===== src/rtl/hdmi_timing_gen_if.sv =====
// Signal bundle between the timing generator, the frame-buffer read port and
// the HDMI transmitter. master = generator side, slave = its environment.
interface hdmi_timing_gen_if;
  logic        enable;
  logic        err_clr;
  logic [15:0] rgb_din;
  logic        rgb_din_vld;
  logic        rd_req;
  logic [15:0] hdmi_tx_rgb;
  logic        hdmi_tx_de;
  logic        hdmi_tx_hsync;
  logic        hdmi_tx_vsync;
  logic        frame_start;
  logic        underflow;
  logic        overflow;

  modport master (
    input  enable, err_clr, rgb_din, rgb_din_vld,
    output rd_req, hdmi_tx_rgb, hdmi_tx_de, hdmi_tx_hsync, hdmi_tx_vsync,
           frame_start, underflow, overflow
  );

  modport slave (
    output enable, err_clr, rgb_din, rgb_din_vld,
    input  rd_req, hdmi_tx_rgb, hdmi_tx_de, hdmi_tx_hsync, hdmi_tx_vsync,
           frame_start, underflow, overflow
  );
endinterface


===== src/rtl/hdmi_timing_gen.sv =====
// Video timing generator: h/v counters, frame-buffer read request ahead of
// active video, RGB565 alignment with de, and sticky underflow/overflow flags.
module hdmi_timing_gen #(
  parameter int unsigned H_ACTIVE      = 1280,
  parameter int unsigned H_FP          = 110,
  parameter int unsigned H_SYNC        = 40,
  parameter int unsigned H_BP          = 220,
  parameter int unsigned V_ACTIVE      = 720,
  parameter int unsigned V_FP          = 5,
  parameter int unsigned V_SYNC        = 5,
  parameter int unsigned V_BP          = 20,
  parameter bit          HS_POL        = 1'b1,
  parameter bit          VS_POL        = 1'b1,
  parameter int unsigned RD_LAT        = 2,
  parameter logic [15:0] UNDERFLOW_RGB = 16'hF800
) (
  input logic              clk,
  input logic              rst,
  hdmi_timing_gen_if.master bus
);

  localparam int unsigned H_TOTAL = H_SYNC + H_BP + H_ACTIVE + H_FP;
  localparam int unsigned V_TOTAL = V_SYNC + V_BP + V_ACTIVE + V_FP;
  localparam int unsigned HW      = $clog2(H_TOTAL);
  localparam int unsigned VW      = $clog2(V_TOTAL);
  localparam int unsigned H_ACT_S = H_SYNC + H_BP;
  localparam int unsigned H_ACT_E = H_ACT_S + H_ACTIVE;
  localparam int unsigned V_ACT_S = V_SYNC + V_BP;
  localparam int unsigned V_ACT_E = V_ACT_S + V_ACTIVE;

  typedef enum logic {IDLE, RUN} state_t;

  state_t        r_state;
  logic [HW-1:0] r_h;
  logic [VW-1:0] r_v;
  logic          r_de_d1;
  logic          r_hs_d1;
  logic          r_vs_d1;
  logic          r_fs_d1;

  logic w_run;
  logic w_h_last;
  logic w_v_last;
  logic w_h_act;
  logic w_v_act;
  logic w_rd_h_act;

  always_comb begin
    w_run      = (r_state == RUN);
    w_h_last   = (r_h == HW'(H_TOTAL - 1));
    w_v_last   = (r_v == VW'(V_TOTAL - 1));
    w_h_act    = (32'(r_h) >= H_ACT_S) && (32'(r_h) < H_ACT_E);
    w_v_act    = (32'(r_v) >= V_ACT_S) && (32'(r_v) < V_ACT_E);
    // RD_LAT <= H_SYNC+H_BP keeps the look-ahead inside the current line
    w_rd_h_act = (32'(r_h) + RD_LAT >= H_ACT_S) && (32'(r_h) + RD_LAT < H_ACT_E);
  end

  always_ff @(posedge clk or posedge rst) begin
    if (rst) begin
      r_state <= IDLE;
      r_h     <= '0;
      r_v     <= '0;
    end else begin
      unique case (r_state)
        IDLE: begin
          r_h <= '0;
          r_v <= '0;
          if (bus.enable) r_state <= RUN;
        end
        RUN: begin
          if (w_h_last) begin
            r_h <= '0;
            if (w_v_last) begin
              r_v <= '0;
              if (!bus.enable) r_state <= IDLE;
            end else begin
              r_v <= r_v + VW'(1);
            end
          end else begin
            r_h <= r_h + HW'(1);
          end
        end
        default: r_state <= IDLE;
      endcase
    end
  end

  always_ff @(posedge clk or posedge rst) begin
    if (rst) begin
      r_de_d1           <= 1'b0;
      r_hs_d1           <= 1'b0;
      r_vs_d1           <= 1'b0;
      r_fs_d1           <= 1'b0;
      bus.rd_req        <= 1'b0;
      bus.hdmi_tx_de    <= 1'b0;
      bus.hdmi_tx_hsync <= ~HS_POL;
      bus.hdmi_tx_vsync <= ~VS_POL;
      bus.hdmi_tx_rgb   <= '0;
      bus.frame_start   <= 1'b0;
      bus.underflow     <= 1'b0;
      bus.overflow      <= 1'b0;
    end else begin
      bus.rd_req <= w_run && w_rd_h_act && w_v_act;
      r_de_d1    <= w_run && w_h_act && w_v_act;
      r_hs_d1    <= w_run && (32'(r_h) < H_SYNC);
      r_vs_d1    <= w_run && (32'(r_v) < V_SYNC);
      r_fs_d1    <= w_run && (r_h == '0) && (r_v == '0);

      bus.hdmi_tx_de    <= r_de_d1;
      bus.hdmi_tx_hsync <= r_hs_d1 ? HS_POL : ~HS_POL;
      bus.hdmi_tx_vsync <= r_vs_d1 ? VS_POL : ~VS_POL;
      bus.frame_start   <= r_fs_d1;

      if (r_de_d1) bus.hdmi_tx_rgb <= bus.rgb_din_vld ? bus.rgb_din : UNDERFLOW_RGB;
      else         bus.hdmi_tx_rgb <= '0;

      // a new event in the same cycle as err_clr keeps the flag set
      bus.underflow <= (r_de_d1 && !bus.rgb_din_vld) || (bus.underflow && !bus.err_clr);
      bus.overflow  <= (!r_de_d1 && bus.rgb_din_vld) || (bus.overflow && !bus.err_clr);
    end
  end

endmodule


===== src/flat_wrapper.sv =====
// flat-port wrapper written by rule: the top's interface ports become plain ports
module hdmi_timing_gen_flat 
#(
  parameter int unsigned H_ACTIVE      = 1280,
  parameter int unsigned H_FP          = 110,
  parameter int unsigned H_SYNC        = 40,
  parameter int unsigned H_BP          = 220,
  parameter int unsigned V_ACTIVE      = 720,
  parameter int unsigned V_FP          = 5,
  parameter int unsigned V_SYNC        = 5,
  parameter int unsigned V_BP          = 20,
  parameter bit          HS_POL        = 1'b1,
  parameter bit          VS_POL        = 1'b1,
  parameter int unsigned RD_LAT        = 2,
  parameter logic [15:0] UNDERFLOW_RGB = 16'hF800
)
  (clk, rst, bus_enable, bus_err_clr, bus_rgb_din, bus_rgb_din_vld, bus_rd_req, bus_hdmi_tx_rgb, bus_hdmi_tx_de, bus_hdmi_tx_hsync, bus_hdmi_tx_vsync, bus_frame_start, bus_underflow, bus_overflow);
  hdmi_timing_gen_if bus_i ();
  input logic clk;
  input logic rst;
  input wire logic [$bits(bus_i.enable)-1:0] bus_enable;
  input wire logic [$bits(bus_i.err_clr)-1:0] bus_err_clr;
  input wire logic [$bits(bus_i.rgb_din)-1:0] bus_rgb_din;
  input wire logic [$bits(bus_i.rgb_din_vld)-1:0] bus_rgb_din_vld;
  output wire logic [$bits(bus_i.rd_req)-1:0] bus_rd_req;
  output wire logic [$bits(bus_i.hdmi_tx_rgb)-1:0] bus_hdmi_tx_rgb;
  output wire logic [$bits(bus_i.hdmi_tx_de)-1:0] bus_hdmi_tx_de;
  output wire logic [$bits(bus_i.hdmi_tx_hsync)-1:0] bus_hdmi_tx_hsync;
  output wire logic [$bits(bus_i.hdmi_tx_vsync)-1:0] bus_hdmi_tx_vsync;
  output wire logic [$bits(bus_i.frame_start)-1:0] bus_frame_start;
  output wire logic [$bits(bus_i.underflow)-1:0] bus_underflow;
  output wire logic [$bits(bus_i.overflow)-1:0] bus_overflow;
  assign bus_i.enable = bus_enable;
  assign bus_i.err_clr = bus_err_clr;
  assign bus_i.rgb_din = bus_rgb_din;
  assign bus_i.rgb_din_vld = bus_rgb_din_vld;
  assign bus_rd_req = bus_i.rd_req;
  assign bus_hdmi_tx_rgb = bus_i.hdmi_tx_rgb;
  assign bus_hdmi_tx_de = bus_i.hdmi_tx_de;
  assign bus_hdmi_tx_hsync = bus_i.hdmi_tx_hsync;
  assign bus_hdmi_tx_vsync = bus_i.hdmi_tx_vsync;
  assign bus_frame_start = bus_i.frame_start;
  assign bus_underflow = bus_i.underflow;
  assign bus_overflow = bus_i.overflow;
  hdmi_timing_gen #(.H_ACTIVE(H_ACTIVE), .H_FP(H_FP), .H_SYNC(H_SYNC), .H_BP(H_BP), .V_ACTIVE(V_ACTIVE), .V_FP(V_FP), .V_SYNC(V_SYNC), .V_BP(V_BP), .HS_POL(HS_POL), .VS_POL(VS_POL), .RD_LAT(RD_LAT), .UNDERFLOW_RGB(UNDERFLOW_RGB)) u_core (.clk(clk), .rst(rst), .bus(bus_i));
endmodule

===== config.mk =====
export PLATFORM = sky130hd
export DESIGN_NAME = hdmi_timing_gen_flat
export DESIGN_NICKNAME = d
export VERILOG_FILES = /design/src/rtl/hdmi_timing_gen_if.sv /design/src/rtl/hdmi_timing_gen.sv /design/src/flat_wrapper.sv
export SDC_FILE = /design/constraint.sdc
export NUM_CORES = 1
export LEC_CHECK = 0
export CAP_MARGIN = 40
export CORE_AREA = 4 4 75 77
export DETAILED_ROUTE_END_ITERATION = 8
export DIE_AREA = 0 0 79 81
export GPL_ROUTABILITY_DRIVEN = 0
export PLACE_DENSITY = 0.84
export REMOVE_ABC_BUFFERS = 1
export SLEW_MARGIN = 20
export SYNTH_ARGS = -nofsm -noshare
export SYNTH_HDL_FRONTEND = slang
export SYNTH_SLANG_ARGS = --single-unit
export TNS_END_PERCENT = 20

===== constraint.sdc =====
create_clock -name clk -period 2.6 [get_ports clk]
set_input_delay 0.52 -clock clk [delete_from_list [all_inputs] [get_ports clk]]
set_output_delay 0.52 -clock clk [all_outputs]
set_load 0.01 [all_outputs]

# Word-level counts from Yosys, hierarchy flattened
# Index checks and enable logic that the tools add are counted.
[totals]
ff_bits = 49
input_bits = 21
out_inout_bits = 23
[op_classes]
n_eq_ne = 3
muxes = 13
order_cmp = 8
n_addsub = 3
n_reduce_logical = 22
bitwise_logic = 1
[ops]
columns = ["op", "count"]
rows = [
  ["greater-or-equal comparator 32 x 9 -> 1 bit, second input constant", 1],
  ["less-than comparator 32 x 11 -> 1 bit, second input constant", 1],
  ["two-way mux 16 bit", 2],
  ["one-hot mux 11 bit (2 select lines)", 1],
  ["two-way mux 10 bit", 2],
  ["one-hot mux 10 bit (2 select lines)", 1],
  ["logical AND 1 bit", 15],
  ["adder 11 x 2 -> 12 bit, second input constant", 1],
  ["adder 11 x 1 -> 11 bit, second input constant", 1],
  ["equality test 11 bit, second input constant", 1],
  ["greater-or-equal comparator 11 x 9 -> 1 bit, second input constant", 1],
  ["logical NOT 11 bit", 1],
  ["less-than comparator 11 bit, second input constant", 1],
  ["less-than comparator 11 x 6 -> 1 bit, second input constant", 1],
  ["two-way mux 11 bit", 1],
  ["adder 10 x 1 -> 10 bit, second input constant", 1],
  ["equality test 10 bit, second input constant", 1],
  ["greater-or-equal comparator 10 x 5 -> 1 bit, second input constant", 1],
  ["logical NOT 10 bit", 1],
  ["less-than comparator 10 bit, second input constant", 1],
  ["less-than comparator 10 x 3 -> 1 bit, second input constant", 1],
  ["two-way mux 1 bit", 5],
  ["logical NOT 1 bit", 3],
  ["logical OR 1 bit", 2],
  ["3 further kinds", 3],
]

# Depth between registers and ports, before layout
[logic_depth]
ltp_word = 5
mapped_depth = 7

# Worst setup path after synthesis
# No wires, ideal clock.
[synth_path]
path_kind = "register -> register"
from = "reg u_core.r_h[1]"
to = "reg u_core.bus.rd_req"
t_required_ps = 2501
slack_ps = 666
t_arrival_ps = 1834
path_stages_with_launch = 8
synth_period_minus_slack_ps = 1934
setup_time_ps = 99
cell_sequence = "dfrtp_1 ha_1 and3_1 buf_6 mux2i_1 or2_0 or3_1 a311oi_1"
[synth_between]
elab_chain_len = 5
[synth_lines]
columns = ["item", "line_no", "text"]
rows = [
  ["start, declared", "hdmi_timing_gen.sv:34", "logic [HW-1:0] r_h;"],
  ["start signal, assigned", "hdmi_timing_gen.sv:80", "r_h <= r_h + HW'(1);"],
  ["adder 11 x 2 -> 12 bit (*)", "hdmi_timing_gen.sv:55", "w_rd_h_act = (32'(r_h) + RD_LAT >= H_ACT_S) && (32'(r_h) + RD_LAT < H_ACT_E);"],
  ["greater-or-equal comparator 32 x 9 -> 1 bit or less-than comparator 32 x 11 -> 1 bit (tied branches)", "hdmi_timing_gen.sv:55", ""],
  ["logical AND 1 bit (*)", "hdmi_timing_gen.sv:55", ""],
  ["logical AND 1 bit (*) (2 in series)", "hdmi_timing_gen.sv:103", "bus.rd_req <= w_run && w_rd_h_act && w_v_act;"],
  ["end signal, assigned", "hdmi_timing_gen.sv:103", ""],
  ["end, declared", "hdmi_timing_gen_if.sv:19", "output rd_req, hdmi_tx_rgb, hdmi_tx_de, hdmi_tx_hsync, hdmi_tx_vsync,"],
]
# Every way passes the cells marked *; elsewhere a longest branch is shown, timed or not.
# A chain may end at the register's enable or synchronous reset.

# Worst setup path after layout
[layout_path]
from = "reg u_core.r_h[2]"
to = "reg u_core.bus.rd_req"
# The elaborated chain is that of the path after synthesis.

==> results_dict.tcl <==
set metrics [dict create \
    postCtsResizedCells 0 \
    drcViolationCount 0 \
    grt_first_pass_wirelength_mm 8.80 \
    rrSetupSlack_ns 0.35 \
    nNetsFinal 310 \
    rows 26 \
    crit_path_max_fanout 10 \
    worst_r2r_path_depth 6 \
    min_path_type "reg2reg" \
    die_x_um 79 \
    clk_pin_slew_worst_paths_ns 0.09 \
    final_hold_viol_count 0 \
    ys_async_sr_fraction_pct 100 \
    syn-instance-count 243 \
    start_kind "flop" \
    io_pins 44 \
    ctsHoldBuffers 0 \
    syn_area_sq_um 2410 \
    drt_iter0_drc 152 \
    clock.fmax_mhz 444 \
    combPwrFrac_pct 3.7 \
    clkPwrFrac_pct 43.4 \
    crit_type "reg2reg" \
    pre_cts_slack_ns 0.440 \
    seq_area_sq_um 1230 \
    first_global_vias 1832 \
    cts_tree "yes" \
    synth_edf_count 0 \
    cts_setup_buffers 0 \
    finalCritPeriodShare_pct 86.7 \
    mostFrequentLayoutCells "dfrtp_1, clkdlybuf4s50_1, nor2_1" \
    worstSkewPairLatency_ns 0.30 \
    die_h_um 81 \
    yosysTopAreaCell "dfrtp_1" \
    cts_root_buf "clkbuf_8" \
    final_common_cell "dfrtp_1" \
    leakagePower_nw 1.35 \
    wirelength_mm 5.19 \
    numPortBuffers 43 \
    period_needed_ns 2.25 \
    synth_ff_type "dfrtp_1" \
    cts.sinks 49 \
    grt_max_degree 50 \
    sw_frac_of_total_pct 18.5 \
    wire_per_inst_um 14.8 \
    yosys_warnings 0 \
    cap_violations 0 \
    vias 1942 \
    avgSynthCellArea_sq_um 9.93 \
    multiInputGateArea_sq_um 1070 \
    synth_area_leaders "dfrtp_1, ha_1, and3_1, nor2_1, nand2_1" \
    hold_ws_ns 0.352 \
    tightestPinTransition_ns 0.598 \
    drive_above_1_share_pct 4.63 \
    initial_utilization_pct 48.2 \
    seq_area_frac_synth_pct 50.8 \
    rsz0062_at_grt "no" \
    htree_levels 2 \
    max_slew_margin_pct 60.0 \
    antenna_found_initial 0 \
    die-area_sq_um 6400 \
    numCtsBuffers 5 \
    p_per_area_nw_per_um2 479 \
    cts_buffer_depth 2 \
    maxSlewViolCount 0 \
    power.switching_w 0.000266 \
    holdPathStages 0 \
    coreArea_sq_um 5010 \
    first_pass_iters 4 \
    grtUsageTotal_pct 17.5 \
    fillers 433 \
    yosys.cell_types.count 45 \
    viasPerCell 5.53 \
    ys_seq_elements 49 \
    end_kind "flop" \
    final-setup-viol-count 0 \
    vdd_ir_drop_max_uv 307 \
    outcome "finished clean" \
    internal_power_w 0.00117 \
    grt_overflow 0 \
    synth_top_area_share_pct 50.8 \
    arrival_ns 2.46 \
    required_ns 2.81 \
    antenna_cells 0 \
    finalSetupTns_ns 0 \
    postRouteAntennaNets 0 \
    syn_to_final_growth_pct 24.5 \
    dpl.hpwl_mm 3.68 \
    fin_ws_ns 0.347 \
    pwr-share-seq_pct 53.0 \
    finClkSkew_ns 0.0114 \
]
## synthesized netlist by cell type (4+ instances only)
cell type  instances
a21oi_1            5
and3_1            16
clkbuf_1          10
dfrtp_1           49
ha_1               9
inv_1             10
nand2_1           20
nand3_1           11
nand4_1            4
nor2_1            23
nor3_1             5
o21a_1             6
o21ai_0            7
o21ai_1           10
o31ai_1            4
xnor2_1            4
xor2_1             6
## kinds of logic (layout without fill, tap and decap cells)
logic type / count (synthesis) / after routing / share of synthesized area, %
xor gates and xnor gates: 10 / 10 / 3.63
buffers and inverters: 25 / 63 / 4.67
DFF: 49 / 49 / 50.8
muxes: 2 / 2 / 0.829
and+or+nand+nor: 101 / 101 / 21.7
adders and majority gates: 9 / 9 / 4.67
AOI/OAI and AO/OA: 47 / 47 / 13.7
## flip-flops by register name (all words and copies together), names as in the netlist
signal and cells:
u_core.bus.hdmi_tx_de 1, u_core.bus.overflow 1, u_core.r_v 10, u_core.bus.hdmi_tx_vsync 1
u_core.bus.hdmi_tx_hsync 1, u_core.bus.frame_start 1, u_core.r_h 11, u_core.r_fs_d1 1
u_core.r_hs_d1 1, u_core.r_de_d1 1, u_core.r_vs_d1 1, u_core.bus.rd_req 1
u_core.bus.hdmi_tx_rgb 16, u_core.r_state 1, u_core.bus.underflow 1
## power groups by stage
stage          sequential [W]  clock [W]  combinational (W)
5_1_grt              0.000763   0.000682          0.0000594
4_1_cts              0.000763   0.000638          0.0000547
6_report             0.000763   0.000624          0.0000532
3_3_place_gp         0.000778          0          0.0000537
2_1_floorplan        0.000779          0          0.0000138
3_5_place_dp         0.000778          0          0.0000543
## worst paths after layout
path	start	to
setup / recovery	u_core.r_h[2]	u_core.bus.rd_req
hold / removal	u_core.r_fs_d1	u_core.bus.frame_start
setup reg to reg	u_core.r_h[2]	u_core.bus.rd_req
min in group asynchronous	rst	u_core.r_h[9]
hold reg to reg	u_core.r_fs_d1	u_core.bus.frame_start
max in group asynchronous	rst	u_core.bus.hdmi_tx_rgb[12]
## routing by layer
layer	up-vias	wire length (um)	share of wire (%)	track usage, %
li1	924	-	-	-
met1	895	2200	42	22.0
met2	104	2350	45	28.3
met3	19	474	9.1	4.43
met4	0	163	3.1	8.42
met5	-	0	0	0
## per-stage QoR
step                util (%)  power [W]  cells  area (sq um)
finish                  60.0    0.00144    351          3010
global route            60.0    0.00150    351          3010
CTS                     60.0    0.00146    351          3010
detailed placement      57.3   0.000832    343          2870
global placement        57.3   0.000832    343          2870
floorplan                  -   0.000792    228          2340
## critical path: stages (launching register included)
cell and delay (ns):
dfrtp_1 0.52, ha_1 0.23, and3_1 0.34, mux2i_1 0.14, or2_0 0.26, or3_1 0.39
a311oi_1 0.28
## final cells by class
class,instances,area share [%]
flip-flops and latches,49,40.8
multi-input cells,169,35.8
repair buffers,45,14.8
well taps,70,2.91
clock buffers,5,2.29
clock inverters,3,2.16
inverters,10,1.25
(Power assumes the default switching activity.)
